===== src/rtl/tsc_pkg.sv =====
// rtl/tsc_pkg.sv - shared types and default constants for the trigger sequencer
// Purpose: state encoding of the trigger FSM, the default plaintext patterns
//          that form the trigger sequence, default hold-off length and
//          fire counter width.
// Ports:   none (package)
package tsc_pkg;

  typedef enum logic [2:0] {
    ST_IDLE = 3'd0,
    ST_M1   = 3'd1,
    ST_M2   = 3'd2,
    ST_M3   = 3'd3,
    ST_FIRE = 3'd4,
    ST_HOLD = 3'd5
  } tsc_state_e;

  localparam int          TSC_DATA_W  = 64;
  localparam logic [63:0] TSC_P0      = 64'h0123_4567_89AB_CDEF;
  localparam logic [63:0] TSC_P1      = 64'hFEDC_BA98_7654_3210;
  localparam logic [63:0] TSC_P2      = 64'hA5A5_5A5A_A5A5_5A5A;
  localparam logic [63:0] TSC_P3      = 64'h0000_0000_DEAD_BEEF;
  localparam int          TSC_HOLDOFF = 16;
  localparam int          TSC_CNT_W   = 8;

endpackage


===== src/rtl/tsc_holdoff_cnt.sv =====
// rtl/tsc_holdoff_cnt.sv - loadable down-counter with zero flag
// Purpose: times the re-trigger blocking window after a fire.
// Ports:
//   clk      in   system clock
//   rst      in   asynchronous active-low reset (count clears to 0)
//   load     in   load load_val (has priority over dec)
//   load_val in   W-bit value to load
//   dec      in   decrement by one
//   zero     out  count is zero
module tsc_holdoff_cnt #(
  parameter int W = 4
) (
  input  logic         clk,
  input  logic         rst,
  input  logic         load,
  input  logic [W-1:0] load_val,
  input  logic         dec,
  output logic         zero
);

  logic [W-1:0] count_q;

  always_ff @(posedge clk or negedge rst) begin
    if (!rst) begin
      count_q <= '0;
    end else if (load) begin
      count_q <= load_val;
    end else if (dec && (count_q != '0)) begin
      count_q <= count_q - 1'b1;
    end
  end

  assign zero = (count_q == '0);

endmodule


===== src/rtl/tsc_trigger_seq.sv =====
// rtl/tsc_trigger_seq.sv - ordered plaintext sequence trigger with hold-off
// Purpose: watches the plaintext bus and pulses Tj_Trig for one cycle after
//          P0,P1,P2,P3 arrive on consecutive valid strobes, then blocks
//          re-triggering for HOLDOFF cycles.
// Ports:
//   clk        in   system clock
//   rst        in   asynchronous active-low reset
//   data_in    in   DATA_W plaintext block
//   data_valid in   qualifies data_in
//   Tj_Trig    out  registered single-cycle trigger pulse
//   seq_state  out  current FSM state code
//   fire_count out  saturating count of trigger pulses
module tsc_trigger_seq
  import tsc_pkg::*;
#(
  parameter int                DATA_W  = TSC_DATA_W,
  parameter logic [DATA_W-1:0] P0      = TSC_P0,
  parameter logic [DATA_W-1:0] P1      = TSC_P1,
  parameter logic [DATA_W-1:0] P2      = TSC_P2,
  parameter logic [DATA_W-1:0] P3      = TSC_P3,
  parameter int                HOLDOFF = TSC_HOLDOFF,
  parameter int                CNT_W   = TSC_CNT_W
) (
  input  logic              clk,
  input  logic              rst,
  input  logic [DATA_W-1:0] data_in,
  input  logic              data_valid,
  output logic              Tj_Trig,
  output logic [2:0]        seq_state,
  output logic [CNT_W-1:0]  fire_count
);

  // Counter only needs to hold HOLDOFF-1; keep at least one bit.
  localparam int HO_W = (HOLDOFF > 1) ? $clog2(HOLDOFF) : 1;
  localparam logic [HO_W-1:0] HO_LOAD = HO_W'(HOLDOFF - 1);

  tsc_state_e       state_q, state_d;
  logic             tj_q;
  logic [CNT_W-1:0] fire_q;
  logic             ho_load, ho_dec, ho_zero;

  tsc_holdoff_cnt #(.W(HO_W)) u_holdoff (
    .clk      (clk),
    .rst      (rst),
    .load     (ho_load),
    .load_val (HO_LOAD),
    .dec      (ho_dec),
    .zero     (ho_zero)
  );

  always_comb begin
    state_d = state_q;
    ho_load = 1'b0;
    ho_dec  = 1'b0;
    case (state_q)
      ST_IDLE: if (data_valid && data_in == P0) state_d = ST_M1;
      ST_M1: if (data_valid) begin
        if (data_in == P1)      state_d = ST_M2;
        else if (data_in == P0) state_d = ST_M1;
        else                    state_d = ST_IDLE;
      end
      ST_M2: if (data_valid) begin
        if (data_in == P2)      state_d = ST_M3;
        else if (data_in == P0) state_d = ST_M1;
        else                    state_d = ST_IDLE;
      end
      ST_M3: if (data_valid) begin
        if (data_in == P3)      state_d = ST_FIRE;
        else if (data_in == P0) state_d = ST_M1;
        else                    state_d = ST_IDLE;
      end
      ST_FIRE: begin
        state_d = ST_HOLD;
        ho_load = 1'b1;
      end
      ST_HOLD: begin
        // data_in is deliberately ignored for the whole window.
        if (ho_zero) state_d = ST_IDLE;
        else         ho_dec  = 1'b1;
      end
      default: state_d = ST_IDLE;  // codes 6-7 recover
    endcase
  end

  always_ff @(posedge clk or negedge rst) begin
    if (!rst) begin
      state_q <= ST_IDLE;
      tj_q    <= 1'b0;
      fire_q  <= '0;
    end else begin
      state_q <= state_d;
      // Registered copy of "entering FIRE": high exactly while in FIRE.
      tj_q    <= (state_d == ST_FIRE);
      if ((state_q == ST_FIRE) && !(&fire_q)) fire_q <= fire_q + 1'b1;
    end
  end

  assign Tj_Trig    = tj_q;
  assign seq_state  = state_q;
  assign fire_count = fire_q;

endmodule


===== config.mk =====
export PLATFORM = sky130hd
export DESIGN_NAME = tsc_trigger_seq
export DESIGN_NICKNAME = d
export VERILOG_FILES = /design/src/rtl/tsc_pkg.sv /design/src/rtl/tsc_holdoff_cnt.sv /design/src/rtl/tsc_trigger_seq.sv
export SDC_FILE = /design/constraint.sdc
export NUM_CORES = 1
export LEC_CHECK = 0
export BUFFER_PORTS_ARGS = -buffer_cell sky130_fd_sc_hd__buf_2
export CORE_UTILIZATION = 40
export CTS_CLUSTER_SIZE = 24
export DETAILED_ROUTE_END_ITERATION = 6
export PLACE_DENSITY_LB_ADDON = 0.08
export SLEW_MARGIN = 20
export SYNTH_ARGS = -nofsm -noshare
export SYNTH_HDL_FRONTEND = slang
export SYNTH_HIERARCHICAL = 1
export SYNTH_SLANG_ARGS = --single-unit
export TNS_END_PERCENT = 30

===== constraint.sdc =====
create_clock -name clk -period 5.2 [get_ports clk]
set_input_delay 0.78 -clock clk [delete_from_list [all_inputs] [get_ports clk]]
set_output_delay 0.78 -clock clk [all_outputs]
set_load 0.03 [all_outputs]

Word-level counts from Yosys, hierarchy flattened
Index checks and enable logic that the tools add are counted.

Add/sub/neg operators: 2. Eq/ne operators: 10. Mux-type cells: 15. Reductions and logical operators: 9.

Operators with widths (count): $eq A64 B64 Y1 const B (2); $eq A64 B32 Y1 const B (1); $eq A64 B57 Y1 const B (1); $mux W3 (6); $pmux W3 S6 (1); $eq A3 B3 Y1 const B (3); $add A8 B1 Y8 const B (1); $mux W4 (2); $reduce_and A8 Y1 (1); $eq A3 B2 Y1 const B (2); $logic_not A4 Y1 (1); $mux W1 (4); $mux W2 (2); $reduce_bool A4 Y1 (1); $sub A4 B1 Y4 const B (1); $eq A3 B1 Y1 const B (1); $logic_and A1 B1 Y1 (3); $logic_not A3 Y1 (1); $reduce_bool A2 Y1 (1); $logic_not A1 Y1 (1).

Bits in registers: 16. Input bits: 67. Output and inout bits: 12. Logic and storage cells: 40.

Depth between registers and ports, before layout
Depth after elaboration: 6. Gate-level depth with buffers: 7.

Cells and area by module
The synthesis kept the hierarchy.

By module, submodules not included: tsc_trigger_seq (instances 1, cells each 112, area each 965.9 um2, sequential area each 300.3 um2); tsc_holdoff_cnt (instances 1, cells each 27, area each 270.3 um2, sequential area each 100.1 um2).

Worst setup path after synthesis
Ideal clock, no wire load.

Kind: in2reg. From: in data_in[13]. To: reg state_q[0] (netlist: seq_state[0]). Setup time: 0.087 ns. Data arrival time: 2.096 ns. Path slack: 3.017 ns. Stages: 5. Path buffers: 0. Path through: or4b_1 > or3_1 > nor4_2 > o21ai_1 > a22oi_1.

Word-level cells in the longest chain between the ends: 5. Elaborated cells on any way between the ends: 14. Those cells by class: eq/ne: 4; mux: 9; reduce/logical: 1.

Ends and longest elaborated chain: start, declared (RTL line tsc_trigger_seq.sv:26) `input logic [DATA_W-1:0] data_in,`; $eq A64 B57 Y1; $mux W1 (RTL line tsc_trigger_seq.sv:59, tsc_trigger_seq.sv:64, tsc_trigger_seq.sv:69); $mux W3 (tied with other cells) (RTL line tsc_trigger_seq.sv:68) `if (data_in == P3) state_d = ST_FIRE;`; $mux W3, on equally long branches (RTL line tsc_trigger_seq.sv:67, tsc_trigger_seq.sv:57, tsc_trigger_seq.sv:62); $pmux W3 S6 * (RTL line tsc_trigger_seq.sv:55) `case (state_q)`; net state_d[0] (RTL line tsc_trigger_seq.sv:37) `tsc_state_e state_q, state_d;`; end signal, assigned (RTL line tsc_trigger_seq.sv:91) `state_q <= state_d;`; end, declared (RTL line tsc_trigger_seq.sv:37).

The timed path passes the listed nets; every way through them passes the cells marked *. A chain may end at the register's enable or synchronous reset.

Worst setup path in the final report
From: reg state_q[0] (netlist: seq_state[0]). To: reg fire_q[7] (netlist: fire_count[7]).

Word-level cells in the longest chain between the ends: 2.

Ends and longest elaborated chain: $eq A3 B3 Y1 (RTL line tsc_trigger_seq.sv:94) `if ((state_q == ST_FIRE) && !(&fire_q)) fire_q <= fire_q + 1'b1;`; $logic_and A1 B1 Y1 (RTL line tsc_trigger_seq.sv:94); end signal, assigned (RTL line tsc_trigger_seq.sv:94); end, declared (RTL line tsc_trigger_seq.sv:39) `logic [CNT_W-1:0] fire_q;`.

Every way passes these cells.

==> impl_metrics.csv <==
group,metric,value,unit
status,status,"finished with violations",
status,violations,"DRC",
critical_path,arrival,2.36,ns
yosys,avgSynthCellArea,8.89,um^2
power,p_total,0.252,mW
place,dp.cells,250,
clock_network,cts_buffer_depth,2,
drt,wl_met3,198,um
drt,top_layer,"met4",
timing,period_share,40.9,%
yosys,ys.warnings.count,6,
yosys,yosysMostFrequentCell,"dfrtp_1",
clock_network,postCtsSetupBuffers,0,
yosys,ys_types,44,
drt,ant_nets,0,
yosys,synth-main-ff-cell,"dfrtp_1",
timing,relSlewSlack,58.1,%
critical_path,regToRegStartpoint,"seq_state[0]",
final_layout,fin_util,59.6,%
critical_path,path_cells,"nor3b_2 -> o31a_1 -> and3_1 -> nor3b_1 -> xor2_1",
final_layout,fin_nets,293,
yosys,synthCells,139,
final_layout,final-instance-count-excl-fill,254,
critical_path,start_kind,"register",
critical_path,cpLargestDelayFamily,"simple AND/OR/NAND/NOR gates",
global_route,grt_first_pass_wirelength,5890,um
global_route,overflow,0,
timing,min_period,2.13,ns
place,finalWeightedCongestion,0.825,
yosys,yosysTopAreaCellShare,32.4,%
drt,routedWlPerCell,13.8,um
drt,firstDrtPassIters,7,
floorplanning,coreArea,2850,um^2
place,pre_cts_slack,2.80,ns
drt,viasPerCell,5.76,
final_layout,fillCellCount,268,
critical_path,worstPathMaxFanout,11,
timing,rsz0062_at_grt,"no",
timing,skew,0.00843,ns
final_layout,drive_gt1_share,39.5,%
timing,fmax,470,MHz
worst_hold_path,min_path_type,"in2async",
clock_network,cts-root-buf,"clkbuf_4",
drt,totalWireLength,3500,um
place,numPortBuffers,78,
timing,worst_slew_pin_slew,0.626,ns
yosys,syn_area,1240,um^2
critical_path,critPathKind,"reg2reg",
critical_path,critPathSlowestCell,"nor3b_2",
floorplanning,start_util,43.3,%
timing,hold_viol_final,0,
flow_run,drv_cap,0,
drt,drt_iter0_markers,72,
floorplanning,rows,19,
timing,hold_ws,0.372,ns
critical_path,crit_start,"seq_state[0]",
critical_path,cp_slowest_stage_delay,0.58,ns
yosys,synth_top_cell_by_area,"dfrtp_1",
floorplanning,die-area,3320,um^2
drt,wl_met2,1850,um
clock_network,clk_pin_slew,0.11,ns
yosys,seq_area_frac_synth,32.4,%
power,peakVddDrop,0.000120,V
yosys,ys_seq_elements,16,
clock_network,insertion_delay,0.29,ns
critical_path,reg2regPathDepth,5,
critical_path,cp_num_buf_inv,0,
timing,finalSetupTns,0,ns
floorplanning,num_io_pins,79,
drt,vias,1462,
timing,setup_viol,0,
drt,drcViolationCount,4,
power,p_leak,0.792,nW
clock_network,postCtsHoldBufs,0,
final_layout,antennaDiodeCount,0,
yosys,synth_common_cells,"dfrtp_1 (16), nand4_1 (15), nor2_1 (10)",
final_layout,area.growth.synth_to_final,37.7,%
timing,maxSlewViolCount,0,
global_route,grt_max_degree,17,
global_route,grt.total_usage,22.4,%
clock_network,cts_tree,"done",
final_layout,design_area,1700,um^2
critical_path,cp-end-kind,"register",
floorplanning,die_x,57.6,um
yosys,synth_area_leaders,"dfrtp_1 (32%), nand4_1 (7.6%), nor4_1 (4.6%), xnor2_1 (3.5%), and4b_1 (3.2%)",
clock_network,htree_levels,1,
power,powerDensity,148,nW/um^2
clock_network,cts_sinks,16,
yosys,synth_edf_count,0,
yosys,async_reset_ff_share,100,%
clock_network,cts_inserted_buffers,3,
clock_network,cts_resized,0,
drt,m1WireLength,1420,um
critical_path,cp_num_cells,5,
global_route,first_global_vias,1406,
critical_path,cp.required,5.43,ns
global_route,antenna_found_initial,0,
place,placed_area,1670,um^2
floorplanning,die_y,57.6,um
timing,worst_slack,3.07,ns
place,place_hpwl,2950,um
==> state kept, by name, indices dropped and copies added (netlist names) <==
signal and flops:
seq_state 3, fire_count 8, u_holdoff/count_q 4, Tj_Trig 1
==> final cells by class <==
cell class | instances | area [um^2] | share of cell area (%)
multi-input cells | 120 | 817 | 48.0
flip-flops and latches | 16 | 400 | 23.5
repair buffers | 78 | 390 | 22.9
well taps | 31 | 38.8 | 2.28
clock buffers | 4 | 36.3 | 2.13
inverters | 5 | 18.8 | 1.10
==> report_power, final <==
group	internal, mW	switching (mW)
Clock	0.0427	0.0433
Combinational	0.0225	0.0196
Sequential	0.124	0
Total	0.189	0.0629
==> metal layers <==
layer | vias to the layer above | GRT usage, %
met5 | - | 0
met4 | 0 | 6.62
met3 | 6 | 4.99
met2 | 59 | 41.5
met1 | 678 | 25.4
li1 | 719 | -
==> logic make-up after synthesis <==
group	Yosys count	synth area share [%]
other cells	1	0.303
xor+xnor	7	4.96
mux	1	0.911
flops	16	32.4
buf+inv	6	2.43
fa+ha+maj	2	2.02
simple gates	89	47.5
compound gates	17	9.51
==> worst reg2reg max path: stages, from the launching register on <==
cell and delay, ns:
dfrtp_1 0.48, nor3b_2 0.58, o31a_1 0.35, and3_1 0.24
nor3b_1 0.25, xor2_1 0.16
==> worst paths after layout <==
| kind | slack [ns] | end |
|---|---|---|
| hold reg to reg | 0.51 | fire_count[7] |
| min in group clk | 0.51 | fire_count[7] |
| setup / recovery | 3.07 | fire_count[7] |
| hold / removal | 0.37 | Tj_Trig |
| setup reg to reg | 3.07 | fire_count[7] |
| max in group asynchronous | 4.56 | fire_count[3] |
==> placed cells by master (no fill, tap or decap), drive strengths merged, types with 2 or more instances in the layout <==
master	Yosys	routed
dfrtp	16	16
nor4b	4	4
and4b	4	4
nand2	9	9
buf	1	78
clkbuf	0	4
a21oi	3	3
nor3b	5	5
or3	2	2
nand4b	2	2
inv	5	5
conb	1	4
or4	3	3
a22oi	2	2
nor4	10	10
o31a	2	2
o21ai	5	5
xor2	2	2
nand4	16	16
and3	2	2
nor3	6	6
nand3	5	5
xnor2	5	5
nor2	10	10
nor2b	3	3
ha	2	2
(Power assumes the default switching activity.)
